[config.mk]
export PLATFORM = sky130hd
export DESIGN_NAME = imm_gen_pipe
export DESIGN_NICKNAME = d
export VERILOG_FILES = /design/src/rtl/imm_gen_pipe.sv
export SDC_FILE = /design/constraint.sdc
export NUM_CORES = 1
export LEC_CHECK = 0
export CAP_MARGIN = 5
export CELL_PAD_IN_SITES_DETAIL_PLACEMENT = 0
export CELL_PAD_IN_SITES_GLOBAL_PLACEMENT = 1
export CORE_AREA = 2 2 98 100
export DETAILED_ROUTE_END_ITERATION = 8
export DIE_AREA = 0 0 100 102
export PLACE_DENSITY_LB_ADDON = 0.1
export SLEW_MARGIN = 0
export SYNTH_ARGS = -nofsm -noshare
export SYNTH_HDL_FRONTEND = slang
export SYNTH_SLANG_ARGS = --single-unit
export TNS_END_PERCENT = 50
[constraint.sdc]
create_clock -name clk -period 2.65 [get_ports clk]
set_clock_uncertainty 0.15 [all_clocks]
set_input_delay 0.3975 -clock clk [delete_from_list [all_inputs] [get_ports clk]]
set_output_delay 0.3975 -clock clk [all_outputs]
set_load 0.01 [all_outputs]
[src/rtl/imm_gen_pipe.sv]
// Immediate generator with a two-entry skid buffer between the decode input and the consumer.
// The immediate is computed at accept time, so out_imm depends only on registered state.
//
// state    | meaning
// ---------+------------------------------------------
// ST_EMPTY | no entries held, out_valid=0
// ST_ONE   | main register M holds the output entry
// ST_FULL  | M holds the output entry, skid K holds the next one
module imm_gen_pipe #(
   parameter int XLEN    = 32,
   parameter int SHAMT_W = 5
) (
   input  logic            clk,
   input  logic            rst,
   input  logic            in_valid,
   output logic            in_ready,
   input  logic [31:0]     in_inst,
   input  logic [2:0]      in_sel,
   input  logic            flush,
   output logic            out_valid,
   input  logic            out_ready,
   output logic [XLEN-1:0] out_imm,
   output logic            out_err,
   output logic            err_sticky
);

   typedef enum logic [1:0] {
      ST_EMPTY = 2'd0,
      ST_ONE   = 2'd1,
      ST_FULL  = 2'd2
   } state_e;

   state_e          state_q, state_d;
   logic [XLEN-1:0] m_imm_q, m_imm_d;
   logic            m_err_q, m_err_d;
   logic [XLEN-1:0] k_imm_q, k_imm_d;
   logic            k_err_q, k_err_d;
   logic            err_sticky_q, err_sticky_d;

   logic [63:0]     imm_full;
   logic [XLEN-1:0] imm_new;
   logic            err_new;
   logic            accept;
   logic            pop;
   logic            unused_bits;

   // Built at 64 bits and truncated so one decoder serves both XLEN settings.
   always_comb begin
      imm_full = 64'd0;
      err_new  = 1'b0;
      case (in_sel)
         3'b000: begin
            if (in_inst[14:12] == 3'b101 && in_inst[30])
               imm_full = {{(64-SHAMT_W){1'b0}}, in_inst[20 +: SHAMT_W]};
            else
               imm_full = {{52{in_inst[31]}}, in_inst[31:20]};
         end
         3'b001: imm_full = {{52{in_inst[31]}}, in_inst[31:25], in_inst[11:7]};
         3'b010: imm_full = {{32{in_inst[31]}}, in_inst[31:12], 12'h000};
         3'b011: imm_full = {{51{in_inst[31]}}, in_inst[31], in_inst[7],
                             in_inst[30:25], in_inst[11:8], 1'b0};
         3'b100: imm_full = {{43{in_inst[31]}}, in_inst[31], in_inst[19:12],
                             in_inst[20], in_inst[30:21], 1'b0};
         3'b101: imm_full = {59'd0, in_inst[19:15]};
         default: begin
            imm_full = 64'd0;
            err_new  = 1'b1;
         end
      endcase
   end

   assign imm_new     = imm_full[XLEN-1:0];
   assign unused_bits = ^{in_inst[6:0], imm_full};

   assign in_ready  = (state_q != ST_FULL);
   assign out_valid = (state_q != ST_EMPTY);
   assign out_imm   = m_imm_q;
   assign out_err   = m_err_q;
   assign err_sticky = err_sticky_q;

   assign accept = in_valid && in_ready;
   assign pop    = out_valid && out_ready;

   always_comb begin
      state_d      = state_q;
      m_imm_d      = m_imm_q;
      m_err_d      = m_err_q;
      k_imm_d      = k_imm_q;
      k_err_d      = k_err_q;
      err_sticky_d = err_sticky_q;
      if (flush) begin
         // Accept in this cycle is dropped, so it must not reach err_sticky either.
         state_d = ST_EMPTY;
      end else begin
         if (accept && err_new)
            err_sticky_d = 1'b1;
         case (state_q)
            ST_EMPTY: begin
               if (accept) begin
                  state_d = ST_ONE;
                  m_imm_d = imm_new;
                  m_err_d = err_new;
               end
            end
            ST_ONE: begin
               if (accept && pop) begin
                  m_imm_d = imm_new;
                  m_err_d = err_new;
               end else if (accept) begin
                  state_d = ST_FULL;
                  k_imm_d = imm_new;
                  k_err_d = err_new;
               end else if (pop) begin
                  state_d = ST_EMPTY;
               end
            end
            ST_FULL: begin
               if (pop) begin
                  state_d = ST_ONE;
                  m_imm_d = k_imm_q;
                  m_err_d = k_err_q;
               end
            end
            default: state_d = ST_EMPTY;
         endcase
      end
   end

   always_ff @(posedge clk) begin
      if (rst) begin
         state_q      <= ST_EMPTY;
         m_imm_q      <= '0;
         m_err_q      <= 1'b0;
         err_sticky_q <= 1'b0;
      end else begin
         state_q      <= state_d;
         m_imm_q      <= m_imm_d;
         m_err_q      <= m_err_d;
         err_sticky_q <= err_sticky_d;
      end
   end

   // Skid contents are only meaningful in ST_FULL, so they carry no reset.
   always_ff @(posedge clk) begin
      k_imm_q <= k_imm_d;
      k_err_q <= k_err_d;
   end

endmodule

; After elaboration in Yosys (flattened, before gate mapping)
; Index checks and enable logic that the tools add are counted.
[word_totals]
register_bits = 69
out_inout_bits = 36
input_bits = 40
wordCells = 54
[op_classes]
bitwise = 2
mux = 17
n_eq_ne = 14
reduce_logical = 15
[ops]
columns = op, n
row1 = $pmux W32 S6, 1
row2 = $mux W32, 4
row3 = $pmux W32 S3, 1
row4 = $mux W2, 5
row5 = $ne A2 B2 Y1 const B, 5
row6 = $eq A3 B3 Y1 const B, 3
row7 = $reduce_and A4 Y1, 2
row8 = $eq A3 B2 Y1 const B, 2
row9 = $pmux W2 S3, 1
row10 = $reduce_or A6 Y1, 1
row11 = $logic_and A1 B1 Y1, 5
row12 = $reduce_and A5 Y1, 1
row13 = $mux W1, 4
row14 = $eq A3 B1 Y1 const B, 1
row15 = $logic_not A3 Y1, 1
row16 = $ne A3 B3 Y1 const B, 1
row17 = $pmux W1 S3, 1
row18 = $reduce_bool A3 Y1, 1
row19 = $eq A2 B1 Y1 const B, 1
row20 = $eq A2 B2 Y1 const B, 1
row21 = $logic_not A2 Y1, 1
row22 = $not A1 Y1, 2
row23 = $reduce_and A2 Y1, 1
row24 = $reduce_bool A2 Y1, 1
row25 = $reduce_or A2 Y1, 1

; Depth between registers and ports, before layout
[depth]
word_depth = 6
ltp_mapped = 7
mapped_depth_nobuf = 5

; Least setup slack after synthesis
; Ideal clock, no wire load.
[synth_path]
kind = input-to-reg
start = in flush
end = reg k_err_q, enable pin
path_stages = 4
setup_slack_ps = 220
t_required_ps = 2108
path_buffers = 2
arrival_time_ps = 1887
setup_ps = 392
cell_sequence = clkbuf_1 -> inv_2 -> clkbuf_1 -> and4_1
[synth_via]
elab_chain_len = 2
[synth_lines]
columns = item, line
row1 = from (decl), 19  ; input logic flush,
row2 = $not A1 Y1 (no line), --
row3 = $reduce_and A4 Y1 (no line), --
row4 = to (signal assigned), 146  ; k_err_q <= k_err_d;
row5 = to (decl), 37  ; logic k_err_q, k_err_d;
; No other way between the ends.
; A chain may end at the register's enable or synchronous reset.

; Worst setup path after layout
[layout_path]
start = reg state_q[1]
end = out in_ready
[layout_via]
elab_chain_len = 1
[layout_lines]
columns = item, line
row1 = from (decl), 33  ; state_e state_q, state_d;
row2 = from (signal assigned), 136  ; state_q <= state_d;
row3 = $ne A2 B2 Y1, 75  ; assign in_ready = (state_q != ST_FULL);
row4 = to (decl), 16  ; output logic in_ready,
; No other way between the ends.

==> flow_summary.yaml <==
sta:
  fmax_mhz: 481.0
  final_min_period_over_clock_period_pct: 78.46
  worstMarginPinSlew_ps: 570.2
  hold_violations: 0
  max_slew_margin_pct: 61.95
  rsz0062_at_grt: "no"
  setup_viol: 0
  finalSetupTns_ps: 0
  timing.final.crit_period_ps: 2079
  slew_violations: 0
die:
  die_height_um: 102
  dieWidth_um: 100
  start_util_pct: 37.95
  rows: 35
  top_level_ports: 76
  dieArea_um2: 10200
  core-area_um2: 9109
synth:
  ys_async_sr_fraction_pct: 0
  synth_edf_count: 33
  yosysWarnings: 0
  yosysTopAreaCellShare_pct: 28.66
  synth_common_cells: "36 x dfxtp_1, 33 x edfxtp_1, 29 x nand2_1, 25 x nand2b_1, 24 x a21oi_1"
  synth_ff_type: "dfxtp_1"
  synthTopCellsByArea: "edfxtp_1 29%, dfxtp_1 21%, nand2b_1 4.5%"
  syn_area_per_cell_um2: 10.57
  synth_fp_nets: 367
  ys_seq_area_share_pct: 49.51
  synth_most_common_cell: "dfxtp_1"
  ys_seq_elements: 69
  yosysTopAreaCell: "edfxtp_1"
  syn_inst: 327
  synth_cell_type_count: 52
  syn_area_um2: 3457
clocking:
  cts_buffer_depth: 2
  cts_tree: "done"
  insertion_delay_ps: 340
  cts_setup_buffers: 0
  ctsResizeCount: 0
  cts_root_buffer: "clkbuf_8"
  clkSinkCount: 69
  ctsHoldBuffers: 0
  h-tree-depth: 3
  path_clk_slew_ps: 80
  cts_buffers: 9
power_and_ir_drop:
  ir_worst_vdd_mv: 0.1872
  leakage_nw: 1.655
  p_per_area_nw_per_um2: 514.6
  fin_total_pwr_mw: 2.261
grt:
  first_global_vias: 2570
  track_usage_pct: 17.50
  grt_max_degree: 36
  grt_pass1_wl_um: 13680
  overflow: 0
  antenna_found_initial: 0
routing:
  vias: 2744
  dr.pass1.iters: 4
  drt_iter0_markers: 128
  routed_via_density: 5.370
  avgRoutedWirePerCell_um: 16.77
  ant_nets: 0
  routed_wl_um: 8569
  remaining_drc_errors: 0
layout:
  syn2layout_area_growth_pct: 27.11
  fin_nets: 436
  nFillCells: 901
  antenna_cells: 0
  multi_input_area_um2: 1505
  register_area_um2: 1712
  drive_gt1_share_pct: 12.75
worst_setup_path:
  worstSetupPathType: "reg -> out"
  cp_data_arrival_time_ps: 1530
  crit_path_max_incr_delay_ps: 490
  critPathCaptureType: "primary output"
  slowest_stage: "clkdlybuf4s50_1"
  startpoint_type: "register"
  cp_cell_sequence: "nor2b_1, inv_2, clkdlybuf4s50_1"
  worstPathMaxFanout: 6
  worstPathRequired_ps: 2100
place:
  hpwl_um: 5856
  port_buffers: 68
  place_congestion: 0.7930
outcome:
  status: "completed"
worst_hold_path:
  hold_path_class: "reg -> reg"
job:
  cap_violations: 0
registers in the layout, indices dropped and copies added (netlist names):
register and count:
k_imm_q 32, out_imm 32, state_q 2, err_sticky 1, k_err_q 1, out_err 1
through the flow:
stage / utilization [%] / area (um2) / hold WS (ps) / setup slack [ps] / std cells
floorplan: - / 3457 / 339.0 / 220.3 / 327
global placement: 46.51 / 4237 / 301.3 / 283.2 / 496
detailed placement: 46.51 / 4237 / 308.2 / 255.7 / 496
CTS: 48.24 / 4394 / 325.2 / 530.3 / 511
global route: 48.24 / 4394 / 330.3 / 447.8 / 511
finish: 48.24 / 4394 / 320.2 / 570.9 / 511
critical path: cells and delay by family (launching register included):
kind,cells,cell delay [ps]
buffers and inverters,2,550
flip-flops,1,400
AND/OR/NAND/NOR,1,240
power breakdown:
part | switching (mW) | internal (mW) | total (mW)
combinational | 0.180 | 0.174 | 0.354
sequential | 0.0155 | 1.15 | 1.17
clock | 0.387 | 0.354 | 0.741
cell type report:
cell class | count | share of cell area, %
Clock buffer | 12 | 3.303
Clock inverter | 3 | 0.2847
Inverter | 14 | 1.196
Multi-Input combinational cell | 216 | 34.25
Sequential cell | 69 | 38.95
Tap cell | 111 | 3.161
Timing Repair Buffer | 86 | 18.85
placed cells by master (no fill, tap or decap), types with 2 or more instances in the layout:
cell	Yosys	layout
a21oi_1	24	24
o2111ai_1	5	5
nand2_1	29	29
a311oi_1	3	3
and2_1	12	12
nor2_1	5	5
clkbuf_1	8	2
nor2b_1	3	3
clkdlybuf4s50_1	0	68
mux2i_1	2	2
edfxtp_1	33	33
buf_4	3	17
o221ai_1	8	8
a21bo_2	2	2
inv_2	2	2
nand2b_1	25	25
clkinv_1	0	2
and4b_1	6	6
nand3_1	12	12
inv_1	12	12
a31oi_1	6	6
a211oi_1	6	6
nand3_2	8	8
dfxtp_1	36	36
a32o_1	11	11
a211o_1	5	5
clkbuf_8	0	10
nor3b_1	14	14
nor3_1	2	2
o21ai_0	4	4
a21oi_2	2	2
path summary, 6_finish.rpt:
check	endpoint	from	slack, ps	cells after the start
max	in_ready	state_q[1]$_SDFFE_PP0P_	570	3
min	out_imm[27]$_SDFFE_PP0P_	out_imm[27]$_SDFFE_PP0P_	320	1
max reg2reg	out_imm[6]$_SDFFE_PP0P_	state_q[1]$_SDFFE_PP0P_	920	5
min reg2reg	out_imm[27]$_SDFFE_PP0P_	out_imm[27]$_SDFFE_PP0P_	320	1
kinds of logic (layout without fill, tap and decap cells):
family                 after synthesis  count (layout)  share of synthesized area, %
AO/OA/AOI/OAI                       87              87                         20.02
XOR/XNOR                             1               1                        0.2534
buffers and inverters               42             115                         6.949
flip-flops                          69              69                         49.51
multiplexers                         4               4                         1.339
AND/OR/NAND/NOR                    124             124                         21.93
metal layers:
layer  up-vias  share of wire, %  global-route usage, %
met3         7               4.0                  3.694
met4         0              0.98                  5.690
met1      1319                52                  26.20
met5         -                 0                      0
met2        69                43                  25.16
li1       1349                 -                      -
Note: power is estimated with default switching activity, not from simulation.
